### src/rtl/display_scan_ctrl.sv
// display_scan_ctrl
//
// Drives a multiplexed 7-segment display through one shared external
// BCD-to-7-segment decoder. Each digit is lit for REFRESH_DIV cycles, then
// every digit is switched off for BLANK_CYCLES guard cycles to avoid ghosting.
// A new display value is taken through a valid/ready load port. It is held
// as pending and becomes visible only at a frame boundary, or when scanning
// starts, so the display never changes mid-frame.
//
// Optional build macro:
//   DISPLAY_SCAN_LZB_EN - leading-zero blanking. A digit whose nibble and all
//                         more-significant nibbles are zero stays dark during
//                         its slot. Digit 0 is never blanked.
//
// Ports:
//   clk         system clock
//   rst_n       asynchronous active-low reset
//   enable      1 = scan, 0 = display off (returns to IDLE)
//   load_valid  new value offered on load_value
//   load_ready  no value pending; a load can be taken
//   load_value  BCD nibbles, [3:0] = digit 0
//   bcd_out     nibble of the current digit, to the shared decoder
//   seg_in      decoder result, active-high {G..A}
//   seg_out     registered segments to pins, active-high
//   digit_sel   registered one-hot digit select, active-high
//   frame_done  registered one-cycle pulse at each frame boundary

module display_scan_ctrl #(
    parameter int NUM_DIGITS   = 4,
    parameter int REFRESH_DIV  = 50000,
    parameter int BLANK_CYCLES = 16
) (
    input  logic                    clk,
    input  logic                    rst_n,
    input  logic                    enable,
    input  logic                    load_valid,
    output logic                    load_ready,
    input  logic [4*NUM_DIGITS-1:0] load_value,
    output logic [3:0]              bcd_out,
    input  logic [6:0]              seg_in,
    output logic [6:0]              seg_out,
    output logic [NUM_DIGITS-1:0]   digit_sel,
    output logic                    frame_done
);

    localparam int IW      = $clog2(NUM_DIGITS);
    localparam int CNT_MAX = (REFRESH_DIV > BLANK_CYCLES) ? REFRESH_DIV : BLANK_CYCLES;
    localparam int CW      = $clog2(CNT_MAX + 1);

    localparam logic [CW-1:0] RD_LAST  = CW'(REFRESH_DIV - 1);
    localparam logic [CW-1:0] BL_LAST  = CW'((BLANK_CYCLES > 0) ? BLANK_CYCLES - 1 : 0);
    localparam logic [IW-1:0] IDX_LAST = IW'(NUM_DIGITS - 1);

    typedef enum logic [1:0] {
        IDLE  = 2'd0,
        SHOW  = 2'd1,
        GUARD = 2'd2
    } state_t;

    state_t                  state, state_n;
    logic [IW-1:0]           idx, idx_n;
    logic [CW-1:0]           cnt, cnt_n;
    logic [4*NUM_DIGITS-1:0] display;
    logic [4*NUM_DIGITS-1:0] pending_value;
    logic                    pending;
    logic                    commit;
    logic                    wrap;
    logic                    advance;
    logic                    accept;
    logic                    blank_digit;
    logic                    lit;

    // Load handshake: a value transfers on a rising edge where
    // load_valid && load_ready. load_ready is simply !pending, so it never
    // depends on load_valid. A commit and an accept can never coincide,
    // because a commit needs pending=1 and an accept needs pending=0. A load
    // taken on a boundary edge therefore waits for the next boundary.
    assign load_ready = !pending;
    assign accept     = load_valid && !pending;

    assign bcd_out = display[{idx, 2'b00} +: 4];

`ifdef DISPLAY_SCAN_LZB_EN
    logic [NUM_DIGITS-1:0] lead_zero;
    logic                  zero_above;

    // lead_zero[i] is set when nibble i and every nibble above it are zero.
    always_comb begin
        lead_zero  = '0;
        zero_above = 1'b1;
        for (int i = NUM_DIGITS - 1; i >= 0; i--) begin
            zero_above   = zero_above && (display[i*4 +: 4] == 4'd0);
            lead_zero[i] = zero_above;
        end
    end

    assign blank_digit = (idx != '0) && lead_zero[idx];
`else
    assign blank_digit = 1'b0;
`endif

    assign lit = (state == SHOW) && !blank_digit;

    // Next-state logic. The digit advances after the guard, or directly from
    // SHOW when there are no guard cycles. Wrapping past the last digit marks
    // the frame boundary: frame_done and any pending commit share that edge.
    always_comb begin
        state_n = state;
        idx_n   = idx;
        cnt_n   = cnt;
        commit  = 1'b0;
        wrap    = 1'b0;
        advance = 1'b0;

        if (!enable) begin
            state_n = IDLE;
            idx_n   = '0;
            cnt_n   = '0;
        end else begin
            case (state)
                IDLE: begin
                    commit  = pending;
                    idx_n   = '0;
                    cnt_n   = '0;
                    state_n = SHOW;
                end
                SHOW: begin
                    if (cnt == RD_LAST) begin
                        cnt_n = '0;
                        if (BLANK_CYCLES == 0) begin
                            advance = 1'b1;
                        end else begin
                            state_n = GUARD;
                        end
                    end else begin
                        cnt_n = cnt + 1'b1;
                    end
                end
                GUARD: begin
                    if (cnt == BL_LAST) begin
                        cnt_n   = '0;
                        advance = 1'b1;
                    end else begin
                        cnt_n = cnt + 1'b1;
                    end
                end
                default: begin
                    state_n = IDLE;
                    idx_n   = '0;
                    cnt_n   = '0;
                end
            endcase

            if (advance) begin
                state_n = SHOW;
                if (idx == IDX_LAST) begin
                    idx_n  = '0;
                    wrap   = 1'b1;
                    commit = pending;
                end else begin
                    idx_n = idx + 1'b1;
                end
            end
        end
    end

    always_ff @(posedge clk or negedge rst_n) begin
        if (!rst_n) begin
            state         <= IDLE;
            idx           <= '0;
            cnt           <= '0;
            display       <= '0;
            pending_value <= '0;
            pending       <= 1'b0;
            seg_out       <= '0;
            digit_sel     <= '0;
            frame_done    <= 1'b0;
        end else begin
            state      <= state_n;
            idx        <= idx_n;
            cnt        <= cnt_n;
            frame_done <= wrap;

            if (commit) begin
                display <= pending_value;
                pending <= 1'b0;
            end else if (accept) begin
                pending_value <= load_value;
                pending       <= 1'b1;
            end

            // Pins follow the internal state one cycle later, and both
            // outputs always change on the same edge.
            seg_out   <= lit ? seg_in : '0;
            digit_sel <= lit ? (NUM_DIGITS'(1) << idx) : '0;
        end
    end

endmodule

### config.mk
export PLATFORM = sky130hd
export DESIGN_NAME = display_scan_ctrl
export DESIGN_NICKNAME = d
export VERILOG_FILES = /design/src/rtl/display_scan_ctrl.sv
export SDC_FILE = /design/constraint.sdc
export NUM_CORES = 1
export LEC_CHECK = 0
export CELL_PAD_IN_SITES_DETAIL_PLACEMENT = 2
export CELL_PAD_IN_SITES_GLOBAL_PLACEMENT = 2
export CORE_UTILIZATION = 35
export DETAILED_ROUTE_END_ITERATION = 7
export HOLD_SLACK_MARGIN = 0.1
export PLACE_DENSITY = 0.8
export REMOVE_ABC_BUFFERS = 1
export SKIP_CTS_REPAIR_TIMING = 1
export SYNTH_ARGS = -nofsm -noshare
export SYNTH_HDL_FRONTEND = slang
export SYNTH_SLANG_ARGS = --single-unit
### constraint.sdc
create_clock -name clk -period 5 [get_ports clk]
set_input_delay 0.5 -clock clk [delete_from_list [all_inputs] [get_ports clk]]
set_output_delay 0.5 -clock clk [all_outputs]
set_load 0.05 [all_outputs]
* After elaboration in Yosys (flattened, before gate mapping)
Cells that the tools add are included.
** Word-level totals
- Register bits after elaboration :: 65
- Bits of input ports :: 27
- Output and inout bits :: 17
- Logic and storage cells :: 55
** Cells by class
- Add/sub/neg operators :: 2
- Equality and inequality tests :: 8
- Shift operators :: 2
- Muxes and demuxes :: 26
- Bitwise gates (word level) :: 1
- Reduce and logical (&&, ||, !) cells :: 7
** Operators with widths (count)
- $mux 16 :: 3
- $pmux 16 s2 :: 1
- $add 16x1->16 const B :: 1
- $eq 16x16->1 const B :: 1
- $eq 16x4->1 const B :: 1
- $shiftx 16x5->4 :: 1
- $mux 2 :: 7
- $mux 1 :: 12
- $mux 7 :: 1
- $pmux 2 s3 :: 1
- $eq 2x2->1 const B :: 2
- $mux 4 :: 1
- $ne 4x2->1 const B :: 1
- $reduce_and 2->1 :: 2
- $shl 1x2->4 const A :: 1
- $ne 3x2->1 const B :: 1
- $ne 3x3->1 const B :: 1
- $add 2x1->2 const B :: 1
- $eq 2x1->1 const B :: 1
- $logic_not 2->1 :: 1
- $reduce_bool 2->1 :: 1
- $reduce_or 2->1 :: 1
- $logic_and 1x1->1 :: 1
- $logic_not 1->1 :: 1
- $not 1->1 :: 1

* Longest topological paths before layout
- Depth after elaboration :: 8
- Mapped depth :: 7
- Depth with buffers taken out :: 6

* Worst setup path after synthesis
Ideal clock, no wire load.
- Path type :: reg2reg
- From :: register cnt[7]
- To :: register display[10]
- Setup time :: 0.125 ns
- Data arrival time :: 2.216 ns
- Data required time :: 4.875 ns
- Slack :: 2.659 ns
- Cell stages (with the launch flop) :: 7
- Buffers on the path :: 1
- Period minus slack after synthesis :: 2.341 ns
- Cell sequence :: dfrtp_1 > or4_4 > nor3_4 > nand3_4 > o31ai_4 > buf_8 > mux2_4
** Between the ends
- Cells in the longest elaborated chain, start to end :: 6
** Ends and longest elaborated chain
- start, declared :: RTL line 62 : logic [CW-1:0] cnt, cnt_n;
- start signal, assigned :: RTL line 181 : cnt <= cnt_n;
- $eq 16x4->1 :: RTL line 140 : if (cnt == BL_LAST) begin
- $mux 1 :: RTL line 140
- $mux 1 :: RTL line 120 : case (state)
- $mux 1 :: RTL line 115 : if (!enable) begin
- $mux 1 :: RTL line 154 : if (advance) begin
- $mux 1 :: RTL line 115
- end signal, assigned :: RTL line 185 : display <= pending_value;
- end, declared :: RTL line 63 : logic [4*NUM_DIGITS-1:0] display;
No other way between the ends. The select of a mux whose other input is x is not followed.
A chain may end at the register's enable or synchronous reset.

* Worst setup path after layout
- From :: register cnt[7]
- To :: register display[5]
Same word-level chain as after synthesis.

==> impl_metrics.env <==
export IMPL_rr_worst_depth=5
export IMPL_cts_buffers=9
export IMPL_mostFrequentLayoutCell="dfrtp_1"
export IMPL_cts_max_level=3
export IMPL_nets=308
export IMPL_worst_clock_skew_ps=15.2
export IMPL_path_clk_slew_ps=70
export IMPL_routabilityCongestion=0.744
export IMPL_status="finished clean"
export IMPL_start_util=0.369
export IMPL_busiest_layer="met2"
export IMPL_cp_max_fo=17
export IMPL_via_count=1870
export IMPL_insertion_delay_ps=350
export IMPL_layout_setup_ws_ps=2120
export IMPL_yosysSeqAreaShare=0.562
export IMPL_rows=32
export IMPL_vias_per_cell=4.93
export IMPL_synth_xor_area_frac=0.0424
export IMPL_grt_use_total=0.174
export IMPL_grt_overflow=0
export IMPL_grt_max_degree=66
export IMPL_rsz0062_at_grt="no"
export IMPL_netlist_area_sq_um=2900
export IMPL_reg2reg_from="cnt[7]"
export IMPL_chipWidth_um=93.0
export IMPL_die_area_sq_um=8640
export IMPL_p_leak_nw=1.54
export IMPL_synth_compound_area_frac=0.0238
export IMPL_place_ws_ps=2150
export IMPL_syn_inst=223
export IMPL_die_h_um=93.0
export IMPL_ios=44
export IMPL_hold_viol=0
export IMPL_crit_arrival_ps=3100
export IMPL_first_pass_iters=4
export IMPL_crit_buf_inv=0
export IMPL_fillers=795
export IMPL_synth_top_family_by_area="multiplexers"
export IMPL_hold_ws_ps=341
export IMPL_drive_gt1_frac=0.220
export IMPL_synth_cell_types=35
export IMPL_area_growth_pct=26.7
export IMPL_path_class="reg2reg"
export IMPL_fmax_mhz=348
export IMPL_required_ps=5220
export IMPL_min_delay_path_class="in2async"
export IMPL_cts_tree="done"
export IMPL_clkSinkCount=65
export IMPL_ant_nets=0
export IMPL_grt_pass1_wl_um=11200
export IMPL_antenna_found_initial=0
export IMPL_portBuffers=43
export IMPL_finalCritPeriodShare=0.575
export IMPL_wl_per_cell_um=17.5
export IMPL_crit_chain="or4_4 -> nor3_4 -> nand3_4 -> o31ai_4 -> mux2_2"
export IMPL_grt_util_met1=0.205
export IMPL_fin_cells=379
export IMPL_crit_slowest_cell="o31ai_4"
export IMPL_core_area_sq_um=7850
export IMPL_synth_seq_cells=65
export IMPL_start_kind="register"
export IMPL_antenna_cells=0
export IMPL_timing_rr_end="display[5]"
export IMPL_drv_slew=0
export IMPL_timing_setup_tns_ps=0
export IMPL_layout_min_cycle_time_ps=2880
export IMPL_first_iter_violations=57
export IMPL_crit_family="simple AND/OR/NAND/NOR gates"
export IMPL_yosysWarnings=0
export IMPL_yosys_area_share_simple=0.140
export IMPL_critPathCaptureType="register"
export IMPL_grt_pass1_vias=2146
export IMPL_grt_util_met2=0.301
export IMPL_dp_cells=363
export IMPL_syn_area_per_cell_sq_um=13.0
export IMPL_slew_headroom=0.281
export IMPL_vdd_ir_drop_max_mv=0.207
export IMPL_tightest_slew_ps=1080
export IMPL_maxCapViolCount=0
export IMPL_dp_hpwl_um=4410
export IMPL_use_met3=0.0328
export IMPL_routed_wl_um=6640
export IMPL_final_cell_mix="dfrtp_1, clkdlybuf4s50_1, nor2_1, mux2_2, and2_1"
export IMPL_fin_util=0.467
export IMPL_synth_fa_ha_area_frac=0.0389
export IMPL_synthMuxAreaShare=0.171
export IMPL_drc=0
export IMPL_clock_path_buffers=2
export IMPL_r2r_slack_ps=2120
export IMPL_finalSetupViolCount=0
export IMPL_powerDensity_nw_per_um2=545
export IMPL_cts_root_buffer="clkbuf_8"
export IMPL_slowest_delay_ps=920
layout make-up:
class                   instances  area (sq um)  share of cell area
inverters                       7          26.3             0.00716
clock buffers                  10           128              0.0348
clock inverters                 6           115              0.0314
well taps                     102           128              0.0348
flip-flops and latches         65          1630               0.444
repair buffers                 45           440               0.120
multi-input cells             144          1200               0.328
where the power goes:
group / switching [mW] / internal, mW / leakage [nW]
Sequential: 0.0990 / 0.692 / 0.828
Clock: 0.217 / 0.334 / 0.117
Combinational: 0.331 / 0.324 / 0.591
Total: 0.648 / 1.35 / 1.54
worst reg2reg max path: stages (launching register included):
cell and delay [ps]:
dfrtp_1 450, or4_4 560, nor3_4 250, nand3_4 150, o31ai_4 920, mux2_2 440
layer usage:
metal	share of wire	routed length (um)
met1	0.42	2780
met2	0.53	3540
met3	0.029	193
met4	0.020	136
met5	0	0
cells by family after synthesis:
| family | after synthesis |
|---|---|
| buffers and inverters | 14 |
| xor gates and xnor gates | 14 |
| AOI/OAI and AO/OA | 7 |
| DFF | 65 |
| muxes | 37 |
| adders and majority gates | 9 |
| and+or+nand+nor | 77 |
worst max-delay path by stage:
| stage | cells past startpoint | from | to |
|---|---|---|---|
| floorplan | 5 | cnt[7] | display[0] |
| global placement | 5 | cnt[10] | display[4] |
| detailed placement | 5 | cnt[7] | display[5] |
| CTS | 2 | idx[0] | bcd_out[0] |
| global route | 5 | cnt[7] | display[3] |
| finish | 5 | cnt[7] | display[5] |
per-stage QoR:
stage | cell area, sq um | power [mW]
floorplan | 2860 | 1.24
global placement | 3420 | 1.41
detailed placement | 3420 | 1.46
CTS | 3670 | 2.03
global route | 3670 | 2.11
finish | 3670 | 2.00
sequential cells by signal, indices dropped and copies added (netlist names):
signal and count:
seg_out 7, frame_done 1, state 2, digit_sel 4
pending 1, idx 2, display 16, pending_value 16
cnt 16
cell usage after synthesis, drive strengths merged:
cell,instances,area share
nand4,4,0.0086
nor3,3,0.0091
o31ai,1,0.0073
or3,2,0.0043
xnor2,8,0.024
and4,1,0.0030
nor2b,1,0.0022
buf,4,0.0095
dfrtp,65,0.56
and2,11,0.024
a21o,1,0.0026
or2,1,0.0022
inv,7,0.0091
ha,9,0.039
a21boi,1,0.0026
mux2i,1,0.0035
xor2,6,0.018
nor2,27,0.035
or4,3,0.0091
o21a,1,0.0026
a21oi,2,0.0048
clkbuf,3,0.0039
nand3,11,0.023
nand2,10,0.013
mux2,32,0.14
o221a,1,0.0039
mux4,4,0.031
and3,3,0.0065
No activity file was read; power rests on OpenSTA's default activity.
